===== src/rtl/freq_gate_counter.sv =====
// freq_gate_counter: gated-window frequency counter.
// Counts rising edges of the asynchronous i_sig over back-to-back windows of
// GATE_CYCLES clk cycles and publishes the count on o_freq with an o_valid pulse.
// Optional feature macro: FREQ_METER_BCD_EN adds o_freq_bcd and a sequential
// double-dabble converter; o_valid then lands with the BCD result.
module freq_gate_counter #(
  parameter int unsigned GATE_CYCLES = 100_000_000,
  parameter int unsigned CNT_W       = 28,
  parameter int unsigned BCD_DIGITS  = 9
) (
  input  logic                  clk,
  input  logic                  rstn,
  input  logic                  i_en,
  input  logic                  i_sig,
  output logic [CNT_W-1:0]      o_freq,
  output logic                  o_ovf,
  output logic                  o_valid,
  output logic                  o_busy
`ifdef FREQ_METER_BCD_EN
  ,
  output logic [4*BCD_DIGITS-1:0] o_freq_bcd
`endif
);

  localparam int unsigned GATE_W = (GATE_CYCLES > 1) ? $clog2(GATE_CYCLES) : 1;
  localparam logic [GATE_W-1:0] GATE_LAST = GATE_W'(GATE_CYCLES - 1);
  localparam logic [CNT_W-1:0]  CNT_MAX   = {CNT_W{1'b1}};

  typedef enum logic {ST_IDLE, ST_GATE} state_t;

  logic               r_s1;
  logic               r_s2;
  logic               r_s3;
  state_t             r_state;
  logic [GATE_W-1:0]  r_gate_cnt;
  logic [CNT_W-1:0]   r_edge_cnt;
  logic               r_sat;
  logic [CNT_W-1:0]   r_freq;
  logic               r_ovf;
  logic               r_busy;
  logic               r_valid;

  logic               w_edge;
  logic               w_last;
  logic               w_sat_add;
  logic [CNT_W-1:0]   w_cnt_next;

  assign w_edge     = r_s2 & ~r_s3;
  assign w_last     = (r_state == ST_GATE) && (r_gate_cnt == GATE_LAST);
  assign w_sat_add  = w_edge && (r_edge_cnt == CNT_MAX);
  assign w_cnt_next = w_sat_add ? CNT_MAX : r_edge_cnt + CNT_W'(w_edge);

  // Synchronise i_sig into clk; s3 is the delayed copy for edge detection.
  always_ff @(posedge clk or negedge rstn) begin
    if (!rstn) begin
      r_s1 <= 1'b0;
      r_s2 <= 1'b0;
      r_s3 <= 1'b0;
    end else begin
      r_s1 <= i_sig;
      r_s2 <= r_s1;
      r_s3 <= r_s2;
    end
  end

  // Window FSM: gate timing, saturating edge count and result publication.
  always_ff @(posedge clk or negedge rstn) begin
    if (!rstn) begin
      r_state    <= ST_IDLE;
      r_gate_cnt <= '0;
      r_edge_cnt <= '0;
      r_sat      <= 1'b0;
      r_freq     <= '0;
      r_ovf      <= 1'b0;
      r_busy     <= 1'b0;
    end else begin
      case (r_state)
        ST_IDLE: begin
          r_gate_cnt <= '0;
          r_edge_cnt <= '0;
          r_sat      <= 1'b0;
          if (i_en) begin
            r_state <= ST_GATE;
            r_busy  <= 1'b1;
          end
        end
        ST_GATE: begin
          if (w_last) begin
            // Final cycle still counts its own edge; next window starts at once.
            r_freq     <= w_cnt_next;
            r_ovf      <= r_sat | w_sat_add;
            r_gate_cnt <= '0;
            r_edge_cnt <= '0;
            r_sat      <= 1'b0;
            if (!i_en) begin
              r_state <= ST_IDLE;
              r_busy  <= 1'b0;
            end
          end else if (!i_en) begin
            // Abort: partial window dropped, published result untouched.
            r_state    <= ST_IDLE;
            r_busy     <= 1'b0;
            r_gate_cnt <= '0;
            r_edge_cnt <= '0;
            r_sat      <= 1'b0;
          end else begin
            r_gate_cnt <= r_gate_cnt + GATE_W'(1);
            r_edge_cnt <= w_cnt_next;
            if (w_sat_add) begin
              r_sat <= 1'b1;
            end
          end
        end
        default: begin
          r_state <= ST_IDLE;
          r_busy  <= 1'b0;
        end
      endcase
    end
  end

`ifdef FREQ_METER_BCD_EN
  localparam int unsigned BCD_W    = 4 * BCD_DIGITS;
  localparam int unsigned DD_W     = BCD_W + CNT_W;
  localparam int unsigned BIT_W    = (CNT_W > 1) ? $clog2(CNT_W) : 1;
  localparam logic [BIT_W-1:0] BIT_LAST = BIT_W'(CNT_W - 1);

  typedef enum logic {CIDLE, SHIFT} cstate_t;

  cstate_t            r_cstate;
  logic [DD_W-1:0]    r_dd;
  logic [BIT_W-1:0]   r_bit_cnt;
  logic [BCD_W-1:0]   r_bcd_out;
  logic [DD_W-1:0]    w_dd_adj;
  logic [DD_W-1:0]    w_dd_shift;

  // Double-dabble add-3 step on every BCD digit held above the binary field.
  always_comb begin
    w_dd_adj = r_dd;
    for (int unsigned d = 0; d < BCD_DIGITS; d++) begin
      if (r_dd[CNT_W + 4*d +: 4] >= 4'd5) begin
        w_dd_adj[CNT_W + 4*d +: 4] = r_dd[CNT_W + 4*d +: 4] + 4'd3;
      end
    end
  end

  assign w_dd_shift = w_dd_adj << 1;

  // Converter: loads with o_freq, shifts CNT_W times, then issues BCD and o_valid.
  always_ff @(posedge clk or negedge rstn) begin
    if (!rstn) begin
      r_cstate  <= CIDLE;
      r_dd      <= '0;
      r_bit_cnt <= '0;
      r_bcd_out <= '0;
      r_valid   <= 1'b0;
    end else begin
      r_valid <= 1'b0;
      if (w_last) begin
        r_dd      <= {BCD_W'(0), w_cnt_next};
        r_bit_cnt <= '0;
        r_cstate  <= SHIFT;
      end else begin
        case (r_cstate)
          SHIFT: begin
            r_dd      <= w_dd_shift;
            r_bit_cnt <= r_bit_cnt + BIT_W'(1);
            if (r_bit_cnt == BIT_LAST) begin
              r_bcd_out <= w_dd_shift[DD_W-1 -: BCD_W];
              r_valid   <= 1'b1;
              r_cstate  <= CIDLE;
            end
          end
          default: begin
            r_cstate <= CIDLE;
          end
        endcase
      end
    end
  end

  assign o_freq_bcd = r_bcd_out;
`else
  // o_valid marks the first cycle the new o_freq/o_ovf are visible.
  always_ff @(posedge clk or negedge rstn) begin
    if (!rstn) begin
      r_valid <= 1'b0;
    end else begin
      r_valid <= w_last;
    end
  end
`endif

  assign o_freq  = r_freq;
  assign o_ovf   = r_ovf;
  assign o_valid = r_valid;
  assign o_busy  = r_busy;

endmodule


===== config.mk =====
export PLATFORM = sky130hd
export DESIGN_NAME = freq_gate_counter
export DESIGN_NICKNAME = d
export VERILOG_FILES = /design/src/rtl/freq_gate_counter.sv
export SDC_FILE = /design/constraint.sdc
export NUM_CORES = 1
export LEC_CHECK = 0
export BUFFER_PORTS_ARGS = -buffer_cell sky130_fd_sc_hd__buf_2
export CELL_PAD_IN_SITES_DETAIL_PLACEMENT = 0
export CELL_PAD_IN_SITES_GLOBAL_PLACEMENT = 1
export CORE_MARGIN = 4
export CORE_UTILIZATION = 45
export CTS_BUF_LIST = sky130_fd_sc_hd__clkbuf_8
export DETAILED_ROUTE_END_ITERATION = 8
export GPL_ROUTABILITY_DRIVEN = 0
export PLACE_DENSITY_LB_ADDON = 0.1
export SLEW_MARGIN = 20
export SYNTH_ARGS = -nofsm -noshare
export SYNTH_HDL_FRONTEND = slang
export SYNTH_SLANG_ARGS = --single-unit

===== constraint.sdc =====
create_clock -name clk -period 2.4 [get_ports clk]
set_clock_uncertainty 0.05 [all_clocks]
set_input_delay 0.24 -clock clk [delete_from_list [all_inputs] [get_ports clk]]
set_output_delay 0.24 -clock clk [all_outputs]
set_load 0.01 [all_outputs]

==> metrics.txt, run 1 <==
# TYPE chip_impl_metric gauge
chip_impl_info{name="commonest_cells_after_routing_fill_and_taps_aside",value="91 x sky130_fd_sc_hd__dfrtp_1, 76 x sky130_fd_sc_hd__nor2_1, 37 x sky130_fd_sc_hd__nand2_1"} 1
chip_impl_metric{name="top_level_ports",unit=""} 35
chip_impl_metric{name="cts_buffer_depth",unit=""} 2
chip_impl_metric{name="hpwl",unit="um"} 5790
chip_impl_metric{name="die_width",unit="um"} 105
chip_impl_info{name="dominantRegCellSynth",value="sky130_fd_sc_hd__dfrtp_1"} 1
chip_impl_metric{name="global_route.overflow_total",unit=""} 0
chip_impl_info{name="global_route.peak_usage_layer",value="met2"} 1
chip_impl_metric{name="filler_cell_count",unit=""} 885
chip_impl_info{name="clk_root_buffer_cell",value="sky130_fd_sc_hd__clkbuf_8"} 1
chip_impl_metric{name="yosysWarnings",unit=""} 0
chip_impl_metric{name="synthesized_netlist_net_count",unit=""} 425
chip_impl_metric{name="seq_power_share",unit="%"} 57.7
chip_impl_metric{name="cell_internal_pwr",unit="mW"} 2.05
chip_impl_metric{name="dpl_cell_area",unit="sq um"} 4550
chip_impl_metric{name="met3_global_route_usage",unit="%"} 4.39
chip_impl_metric{name="timing.setup.tns",unit="ns"} 0
chip_impl_metric{name="critical_path_fanouts_max",unit=""} 38
chip_impl_metric{name="maxSlewViolCount",unit=""} 0
chip_impl_metric{name="cellPowerDensity",unit="nW/um^2"} 561
chip_impl_metric{name="detail_route.vias_per_cell",unit=""} 5.21
chip_impl_metric{name="antenna_violating_nets_remaining",unit=""} 0
chip_impl_metric{name="chipHeight",unit="um"} 105
chip_impl_metric{name="post-cts-setup-buffers",unit=""} 0
chip_impl_metric{name="gr-usage-all-layers",unit="%"} 16.8
chip_impl_metric{name="number_of_antenna_violations_at_the_first_check_in_global_routing",unit=""} 0
chip_impl_metric{name="clk_latency",unit="ns"} 0.35
chip_impl_metric{name="maximum_number_of_pins_on_one_net_before_global_route_repair",unit=""} 51
chip_impl_metric{name="h-tree-depth",unit=""} 3
chip_impl_metric{name="max-slew-margin-rel",unit="%"} 63.0
chip_impl_metric{name="syn-cell-area",unit="sq um"} 4240
chip_impl_metric{name="buffer_ports.inserted",unit=""} 34
chip_impl_metric{name="combinationalPowerShare",unit="%"} 3.0
chip_impl_metric{name="netlist-cell-type-count",unit=""} 42
chip_impl_metric{name="synth.yosys.seq_area_share",unit="%"} 53.8
chip_impl_metric{name="wl_per_cell",unit="um"} 14.7
chip_impl_metric{name="synth-edff-count",unit=""} 0
chip_impl_metric{name="timing.final.crit_period",unit="ns"} 2.14
chip_impl_metric{name="global_route.usage.met2",unit="%"} 25.7
chip_impl_metric{name="hold_viol",unit=""} 0
chip_impl_metric{name="grt_first_pass_wirelength",unit="um"} 15200
chip_impl_info{name="final_common_cell",value="sky130_fd_sc_hd__dfrtp_1"} 1
chip_impl_metric{name="crit_required",unit="ns"} 2.61
chip_impl_metric{name="p_sw",unit="uW"} 631
chip_impl_metric{name="layout_worst_path_cycle_share",unit="%"} 89.3
chip_impl_metric{name="drtIter0Drc",unit=""} 90
chip_impl_metric{name="asyncSetResetFlopFracSynth",unit="%"} 100
chip_impl_metric{name="maxCapViolations",unit=""} 0
chip_impl_metric{name="fmaxAchievable",unit="MHz"} 467
chip_impl_metric{name="final_cell_area",unit="sq um"} 4780
chip_impl_metric{name="row_count",unit=""} 35
chip_impl_metric{name="ys_seq_elements",unit=""} 91
chip_impl_metric{name="drive_gt1_share",unit="%"} 16.9
chip_impl_metric{name="floorplan.core_area",unit="sq um"} 9200
chip_impl_info{name="holdCritPathClass",value="reg2reg"} 1
chip_impl_metric{name="finalNonFillerCells",unit=""} 573
chip_impl_metric{name="synthCells",unit=""} 416
chip_impl_metric{name="synthesis_to_finish_area_growth",unit="%"} 13.0
chip_impl_metric{name="floorplan.die_area",unit="sq um"} 11000
chip_impl_metric{name="ir_worst_vdd",unit="mV"} 0.349
chip_impl_metric{name="worstPathArrival",unit="ns"} 2.36
chip_impl_metric{name="drtPass1Iterations",unit=""} 6
chip_impl_metric{name="detail_route.drc_violations",unit=""} 0
chip_impl_metric{name="cts.sinks",unit=""} 91
chip_impl_metric{name="routed_wl",unit="um"} 8410
chip_impl_metric{name="gr-usage-met1",unit="%"} 24.2
chip_impl_metric{name="place.detailed.instances",unit=""} 554
chip_impl_metric{name="worst_slew_pin_slew",unit="ns"} 0.556
chip_impl_info{name="outcome",value="finished clean"} 1
chip_impl_metric{name="netSwitchingFraction",unit="%"} 23.5
chip_impl_metric{name="nets",unit=""} 466
chip_impl_info{name="timing_worst_setup_path_type",value="reg2reg"} 1
chip_impl_metric{name="total_leakage_power",unit="nW"} 2.24
chip_impl_metric{name="clk_pin_slew",unit="ns"} 0.10
chip_impl_metric{name="first_global_vias",unit=""} 3012
chip_impl_metric{name="post-layout-total-power",unit="mW"} 2.68
chip_impl_info{name="grt_setup_unrepaired",value="false"} 1
chip_impl_info{name="critPathCaptureType",value="flop"} 1
chip_impl_metric{name="numCtsBuffers",unit=""} 9
chip_impl_metric{name="final_setup_violation_count",unit=""} 0
chip_impl_metric{name="vias_after_detailed_routing",unit=""} 2985
chip_impl_metric{name="n_antenna_cell",unit=""} 0
chip_impl_info{name="cts_tree",value="yes"} 1
chip_impl_info{name="crit_path_start_kind",value="flop"} 1
chip_impl_metric{name="start_util",unit="%"} 46.1
chip_impl_metric{name="pwr-share-clk",unit="%"} 39.3
chip_impl_metric{name="synth.avg_cell_area",unit="sq um"} 10.2
## layer usage
metal / wire length, um / vias to the layer above
met3: 234 / 5
met5: 0 / -
met2: 3820 / 36
met4: 82 / 0
li1: - / 1512
met1: 4270 / 1432
## cells by family after synthesis
family | Yosys count | synth area share, %
AOI/OAI and AO/OA | 47 | 6.20
xor gates and xnor gates | 46 | 9.51
adders and majority gates | 5 | 1.48
buffers and inverters | 25 | 3.34
DFF | 91 | 53.8
muxes | 2 | 0.473
and+or+nand+nor | 200 | 25.2
## power groups by stage
| stage | clock network (mW) | logic, mW | registers [mW] |
|---|---|---|---|
| 4_1_cts | 1.10 | 0.0855 | 1.55 |
| 3_3_place_gp | 0 | 0.0818 | 1.58 |
| 6_report | 1.06 | 0.0810 | 1.55 |
| 2_1_floorplan | 0 | 0.0256 | 1.58 |
| 3_5_place_dp | 0 | 0.0816 | 1.58 |
| 5_1_grt | 1.16 | 0.0952 | 1.55 |
## repair_timing
action | in CTS | in global routing
resized for setup | 0 | 1
hold buffers | 3 | 0
hold endpoints to repair | 43 | 0
endpoints found under the setup margin | 0 | 6
## sequential cells by signal, indices dropped and copies added (netlist names)
signal,count
r_s2,1
o_valid,1
r_s1,1
o_freq,28
r_s3,1
r_sat,1
r_state,1
o_ovf,1
o_busy,1
r_gate_cnt,27
r_edge_cnt,28
## cell usage after synthesis, drive strengths merged (2+ instances only)
library cell  count  area share (%)
and4              7             1.4
o21ai            20             2.5
clkbuf            5            0.50
ha                5             1.5
a21oi            21             2.5
mux2i             2            0.47
nand3            23             3.3
nand4            20             3.0
a31oi             2            0.30
buf              14             2.3
dfrtp            91              54
nor4              9             2.5
nor2             76             6.7
and4bb            2            0.59
nand2            37             3.3
and3             12             1.8
nor3              7            0.95
inv               6            0.53
xnor2            10             2.1
xor2             36             7.4
## worst paths after layout
path | start | to | slack, ns | cells past startpoint
min reg2reg | r_s1$_DFF_PN0_ | r_s2$_DFF_PN0_ | 0.31 | 0
max | r_gate_cnt[0]$_DFF_PN0_ | o_freq[27]$_DFFE_PN0P_ | 0.26 | 6
min | r_s1$_DFF_PN0_ | r_s2$_DFF_PN0_ | 0.31 | 0
max reg2reg | r_gate_cnt[0]$_DFF_PN0_ | o_freq[27]$_DFFE_PN0P_ | 0.26 | 6
min in group asynchronous | rstn | o_freq[10]$_DFFE_PN0P_ | 0.36 | 2
max in group asynchronous | rstn | r_gate_cnt[21]$_DFF_PN0_ | 1.28 | 3
## critical path, cell delays in order (launching register included)
cell and delay, ns:
sky130_fd_sc_hd__dfrtp_1 0.40, sky130_fd_sc_hd__ha_1 0.22, sky130_fd_sc_hd__and3_1 0.31, sky130_fd_sc_hd__nand2_1 0.11, sky130_fd_sc_hd__or3_1 0.43, sky130_fd_sc_hd__buf_4 0.28
sky130_fd_sc_hd__o31ai_2 0.26
## cell type report
class / instances / area [sq um] / area share (%)
inverters: 6 / 22.5 / 0.471
flip-flops and latches: 91 / 2280 / 47.6
well taps: 111 / 139 / 2.90
multi-input cells: 300 / 1830 / 38.3
clock inverters: 7 / 73.8 / 1.54
clock buffers: 9 / 124 / 2.59
repair buffers: 49 / 318 / 6.64
## through the flow
stage | worst slack (ns) | util, % | hold WS [ns]
finish | 0.257 | 52.0 | 0.306
global route | 0.0488 | 52.0 | 0.311
CTS | 0.142 | 52.0 | 0.310
detailed placement | 0.164 | 49.5 | 0.225
global placement | 0.240 | 49.5 | 0.221
floorplan | 0.515 | - | -0.106
No activity file was read; power rests on OpenSTA's default activity.
==> inputs of run 2 (changes only) <==
--- a/config.mk
+++ b/config.mk
@@ -5,12 +5,12 @@
 export SDC_FILE = /design/constraint.sdc
 export NUM_CORES = 1
 export LEC_CHECK = 0
+export ABC_AREA = 1
 export BUFFER_PORTS_ARGS = -buffer_cell sky130_fd_sc_hd__buf_2
 export CELL_PAD_IN_SITES_DETAIL_PLACEMENT = 0
 export CELL_PAD_IN_SITES_GLOBAL_PLACEMENT = 1
 export CORE_MARGIN = 4
-export CORE_UTILIZATION = 45
-export CTS_BUF_LIST = sky130_fd_sc_hd__clkbuf_8
+export CORE_UTILIZATION = 44
 export DETAILED_ROUTE_END_ITERATION = 8
 export GPL_ROUTABILITY_DRIVEN = 0
 export PLACE_DENSITY_LB_ADDON = 0.1
==> run 2 against run 1 <==
Effect of this change:
- clock power up 29%
- power up 12%
- register-to-register slack about the same
- via count up 44%
- core utilization down 1.2 points
- sequential share of layout area down 6.6 points
- highest routed layer unchanged
- cell count up 54%
- worst hold slack worse by 0.0015 ns
- worst setup slack better by 0.013 ns
- sequential power about the same
==> metrics.txt, run 2 <==
# TYPE chip_impl_metric gauge
chip_impl_metric{name="synthesis_to_finish_area_growth",unit="%"} 11.9
chip_impl_metric{name="post-cts-setup-buffers",unit=""} 0
chip_impl_metric{name="number_of_antenna_violations_at_the_first_check_in_global_routing",unit=""} 0
chip_impl_info{name="final_common_cell",value="sky130_fd_sc_hd__nand2_1"} 1
chip_impl_metric{name="critical_path_fanouts_max",unit=""} 5
chip_impl_metric{name="antenna_violating_nets_remaining",unit=""} 0
chip_impl_info{name="crit-reg2reg-launch",value="r_s3$_DFF_PN0_"} 1
chip_impl_metric{name="synthCells",unit=""} 697
chip_impl_metric{name="first_global_vias",unit=""} 4330
chip_impl_metric{name="grt_first_pass_wirelength",unit="um"} 21100
chip_impl_info{name="critPathCaptureType",value="flop"} 1
chip_impl_info{name="synth.most_common_cell",value="sky130_fd_sc_hd__nand2_1"} 1
chip_impl_metric{name="syn-cell-area",unit="sq um"} 4970
chip_impl_metric{name="floorplan.die_area",unit="sq um"} 13100
chip_impl_metric{name="netlist-cell-type-count",unit=""} 27
chip_impl_metric{name="detail_route.drc_violations",unit=""} 0
chip_impl_metric{name="cts_buffer_depth",unit=""} 2
chip_impl_metric{name="ir_worst_vdd",unit="mV"} 0.438
chip_impl_metric{name="ys_seq_elements",unit=""} 91
chip_impl_info{name="r2r_end",value="r_edge_cnt[17]$_DFF_PN0_"} 1
chip_impl_metric{name="chipHeight",unit="um"} 114
chip_impl_info{name="grt_setup_unrepaired",value="false"} 1
chip_impl_metric{name="synth-edff-count",unit=""} 0
chip_impl_metric{name="numCtsBuffers",unit=""} 9
chip_impl_metric{name="ff2ff_path_depth",unit=""} 13
chip_impl_metric{name="vias_after_detailed_routing",unit=""} 4288
chip_impl_metric{name="filler_cell_count",unit=""} 1126
chip_impl_info{name="synth_common_cells",value="247 x sky130_fd_sc_hd__nand2_1, 119 x sky130_fd_sc_hd__nor2_1, 91 x sky130_fd_sc_hd__dfrtp_1"} 1
chip_impl_metric{name="top_level_ports",unit=""} 35
chip_impl_info{name="post_synthesis_cell_type_with_the_largest_combined_area",value="sky130_fd_sc_hd__dfrtp_1"} 1
chip_impl_info{name="synthTopCellsByArea",value="sky130_fd_sc_hd__dfrtp_1 46%, sky130_fd_sc_hd__nand2_1 19%, sky130_fd_sc_hd__nor2_1 9.0%, sky130_fd_sc_hd__inv_1 6.3%, sky130_fd_sc_hd__nand3_1 5.0%"} 1
chip_impl_metric{name="floorplan.core_area",unit="sq um"} 10900
chip_impl_metric{name="layout_worst_path_cycle_share",unit="%"} 88.8
chip_impl_metric{name="cellPowerDensity",unit="nW/um^2"} 539
chip_impl_metric{name="post-layout-total-power",unit="mW"} 3.00
chip_impl_metric{name="hpwl",unit="um"} 9210
chip_impl_info{name="cts_tree",value="yes"} 1
chip_impl_metric{name="total_leakage_power",unit="nW"} 2.80
chip_impl_metric{name="drtPass1Iterations",unit=""} 4
chip_impl_info{name="worst_hold_path.endpoint",value="r_s2$_DFF_PN0_"} 1
chip_impl_metric{name="global_route.overflow_total",unit=""} 0
chip_impl_info{name="worstHoldStart",value="r_s1$_DFF_PN0_"} 1
chip_impl_metric{name="routed_wl",unit="um"} 12300
chip_impl_metric{name="wl_per_cell",unit="um"} 14.0
chip_impl_metric{name="clk_pin_slew",unit="ns"} 0.07
chip_impl_metric{name="area.sequential",unit="sq um"} 2280
chip_impl_metric{name="hold_viol",unit=""} 0
chip_impl_info{name="outcome",value="finished clean"} 1
chip_impl_info{name="dominantRegCellSynth",value="sky130_fd_sc_hd__dfrtp_1"} 1
chip_impl_metric{name="multi_input_combinational_cell_area",unit="sq um"} 2270
chip_impl_metric{name="maxSlewViolCount",unit=""} 0
chip_impl_metric{name="h-tree-depth",unit=""} 3
chip_impl_metric{name="maxCapViolations",unit=""} 0
chip_impl_info{name="timing_worst_setup_path_type",value="reg2reg"} 1
chip_impl_metric{name="yosysWarnings",unit=""} 0
chip_impl_metric{name="final_setup_violation_count",unit=""} 0
chip_impl_metric{name="number_of_instances_on_the_worst_hold_path",unit=""} 0
chip_impl_metric{name="n_antenna_cell",unit=""} 0
chip_impl_metric{name="timing.setup.tns",unit="ns"} 0
chip_impl_metric{name="worstPathArrival",unit="ns"} 2.32
chip_impl_info{name="holdCritPathClass",value="reg2reg"} 1
chip_impl_metric{name="detail_route.vias_per_cell",unit=""} 4.87
chip_impl_metric{name="clk_latency",unit="ns"} 0.35
chip_impl_metric{name="nets",unit=""} 745
chip_impl_metric{name="crit_required",unit="ns"} 2.59
chip_impl_metric{name="buffer_ports.inserted",unit=""} 34
chip_impl_metric{name="yosysTopAreaCellShare",unit="%"} 45.8
chip_impl_metric{name="max-slew-margin-rel",unit="%"} 51.3
chip_impl_info{name="crit_path_start_kind",value="flop"} 1
chip_impl_metric{name="start_util",unit="%"} 45.4
chip_impl_info{name="clk_root_buffer_cell",value="sky130_fd_sc_hd__clkbuf_16"} 1
chip_impl_metric{name="die_width",unit="um"} 114
chip_impl_metric{name="timing.final.crit_period",unit="ns"} 2.13
chip_impl_metric{name="drive_gt1_share",unit="%"} 9.04
chip_impl_metric{name="drtIter0Drc",unit=""} 219
chip_impl_metric{name="gr-usage-all-layers",unit="%"} 20.7
chip_impl_metric{name="fmaxAchievable",unit="MHz"} 469
chip_impl_metric{name="synth.yosys.seq_area_share",unit="%"} 45.8
chip_impl_info{name="commonest_cells_after_routing_fill_and_taps_aside",value="247 x sky130_fd_sc_hd__nand2_1, 118 x sky130_fd_sc_hd__nor2_1, 91 x sky130_fd_sc_hd__dfrtp_1"} 1
chip_impl_metric{name="worst_slew_pin_slew",unit="ns"} 0.730
chip_impl_metric{name="maximum_number_of_pins_on_one_net_before_global_route_repair",unit=""} 57
chip_impl_metric{name="row_count",unit=""} 38
chip_impl_metric{name="synthesized_netlist_net_count",unit=""} 706
chip_impl_metric{name="worst-r2r-setup-slack",unit="ns"} 0.27
chip_impl_metric{name="synth.avg_cell_area",unit="sq um"} 7.13
chip_impl_metric{name="cts.sinks",unit=""} 91
chip_impl_metric{name="asyncSetResetFlopFracSynth",unit="%"} 100
run 2: cell count changes in the layout (fill, tap and decap cells not counted), moves of 8 or more:
cell                        delta
sky130_fd_sc_hd__o21ai_1      -10
sky130_fd_sc_hd__inv_1        +78
sky130_fd_sc_hd__nand2_1     +210
sky130_fd_sc_hd__clkbuf_8      -9
sky130_fd_sc_hd__and3_1       -12
sky130_fd_sc_hd__xor2_1       -22
sky130_fd_sc_hd__clkbuf_16     +9
sky130_fd_sc_hd__nand3_1      +29
sky130_fd_sc_hd__buf_4         -8
sky130_fd_sc_hd__nor2_1       +42
run 2: timing repair:
item,4_1_cts,5_1_grt
hold buffers,3,0
hold endpoints to repair,57,0
setup endpoints to repair,0,2
resized for setup,0,1
run 2: logic make-up (layout without fill, tap and decap cells):
kind of cell | count (synthesis) | in the layout | share of synthesized area (%)
xor+xnor | 17 | 17 | 3.00
fa+ha+maj | 5 | 5 | 1.26
buf+inv | 97 | 141 | 8.56
compound gates | 27 | 27 | 2.74
flops | 91 | 91 | 45.8
simple gates | 460 | 460 | 38.6
run 2: cell type report:
cell class | instances | share of cell area, %
clock buffers | 9 | 4.05
clock inverters | 7 | 1.06
inverters | 85 | 5.74
multi-input cells | 509 | 40.8
flip-flops and latches | 91 | 40.9
well taps | 140 | 3.15
repair buffers | 40 | 4.27
run 2: metal layers:
metal,global-route usage [%],part of all wire (%),vias to the layer above
li1,-,-,2228
met3,2.96,2.7,22
met1,25.2,43,1973
met5,0,0,-
met2,35.6,51,65
met4,10.8,3.2,0
run 2: how the worst max path moves through the flow:
stage	cells after the start	slack (ns)	start	end
after floorplan	11	0.69	r_s3$_DFF_PN0_	r_edge_cnt[10]$_DFF_PN0_
after global routing	13	0.06	r_s3$_DFF_PN0_	r_edge_cnt[17]$_DFF_PN0_
final	13	0.27	r_s3$_DFF_PN0_	r_edge_cnt[17]$_DFF_PN0_
after detailed placement	13	0.19	r_s3$_DFF_PN0_	o_freq[17]$_DFFE_PN0P_
after global placement	13	0.18	r_s3$_DFF_PN0_	o_freq[17]$_DFFE_PN0P_
after CTS	13	0.17	r_s3$_DFF_PN0_	o_freq[17]$_DFFE_PN0P_
run 2: worst max-delay path, cell delays in order (launching register included):
cell and delay [ns]:
sky130_fd_sc_hd__dfrtp_1 0.36, sky130_fd_sc_hd__inv_1 0.05, sky130_fd_sc_hd__nand2_1 0.06, sky130_fd_sc_hd__inv_1 0.12, sky130_fd_sc_hd__ha_1 0.21, sky130_fd_sc_hd__inv_1 0.07
sky130_fd_sc_hd__nor2_1 0.28, sky130_fd_sc_hd__nand2_1 0.24, sky130_fd_sc_hd__nor2_2 0.22, sky130_fd_sc_hd__nand2_1 0.07, sky130_fd_sc_hd__nand2_1 0.06, sky130_fd_sc_hd__nand3_1 0.09
sky130_fd_sc_hd__nand2_1 0.09, sky130_fd_sc_hd__inv_1 0.05
run 2: power by group:
| group | internal (mW) | leakage (nW) | total [mW] | switching (mW) |
|---|---|---|---|---|
| Clock | 0.717 | 0.133 | 1.37 | 0.654 |
| Combinational | 0.0204 | 1.41 | 0.0814 | 0.0610 |
| Sequential | 1.54 | 1.26 | 1.55 | 0.00608 |
run 2: stage by stage:
step	hold WS, ns	setup slack (ns)	std cells	area (sq um)	util [%]
after floorplan	-0.106	0.694	697	4970	-
after global placement	0.282	0.185	862	5250	48.0
after global routing	0.319	0.0620	881	5560	50.9
after CTS	0.308	0.166	881	5560	50.8
after detailed placement	0.292	0.192	862	5250	48.0
final	0.305	0.269	881	5560	50.9
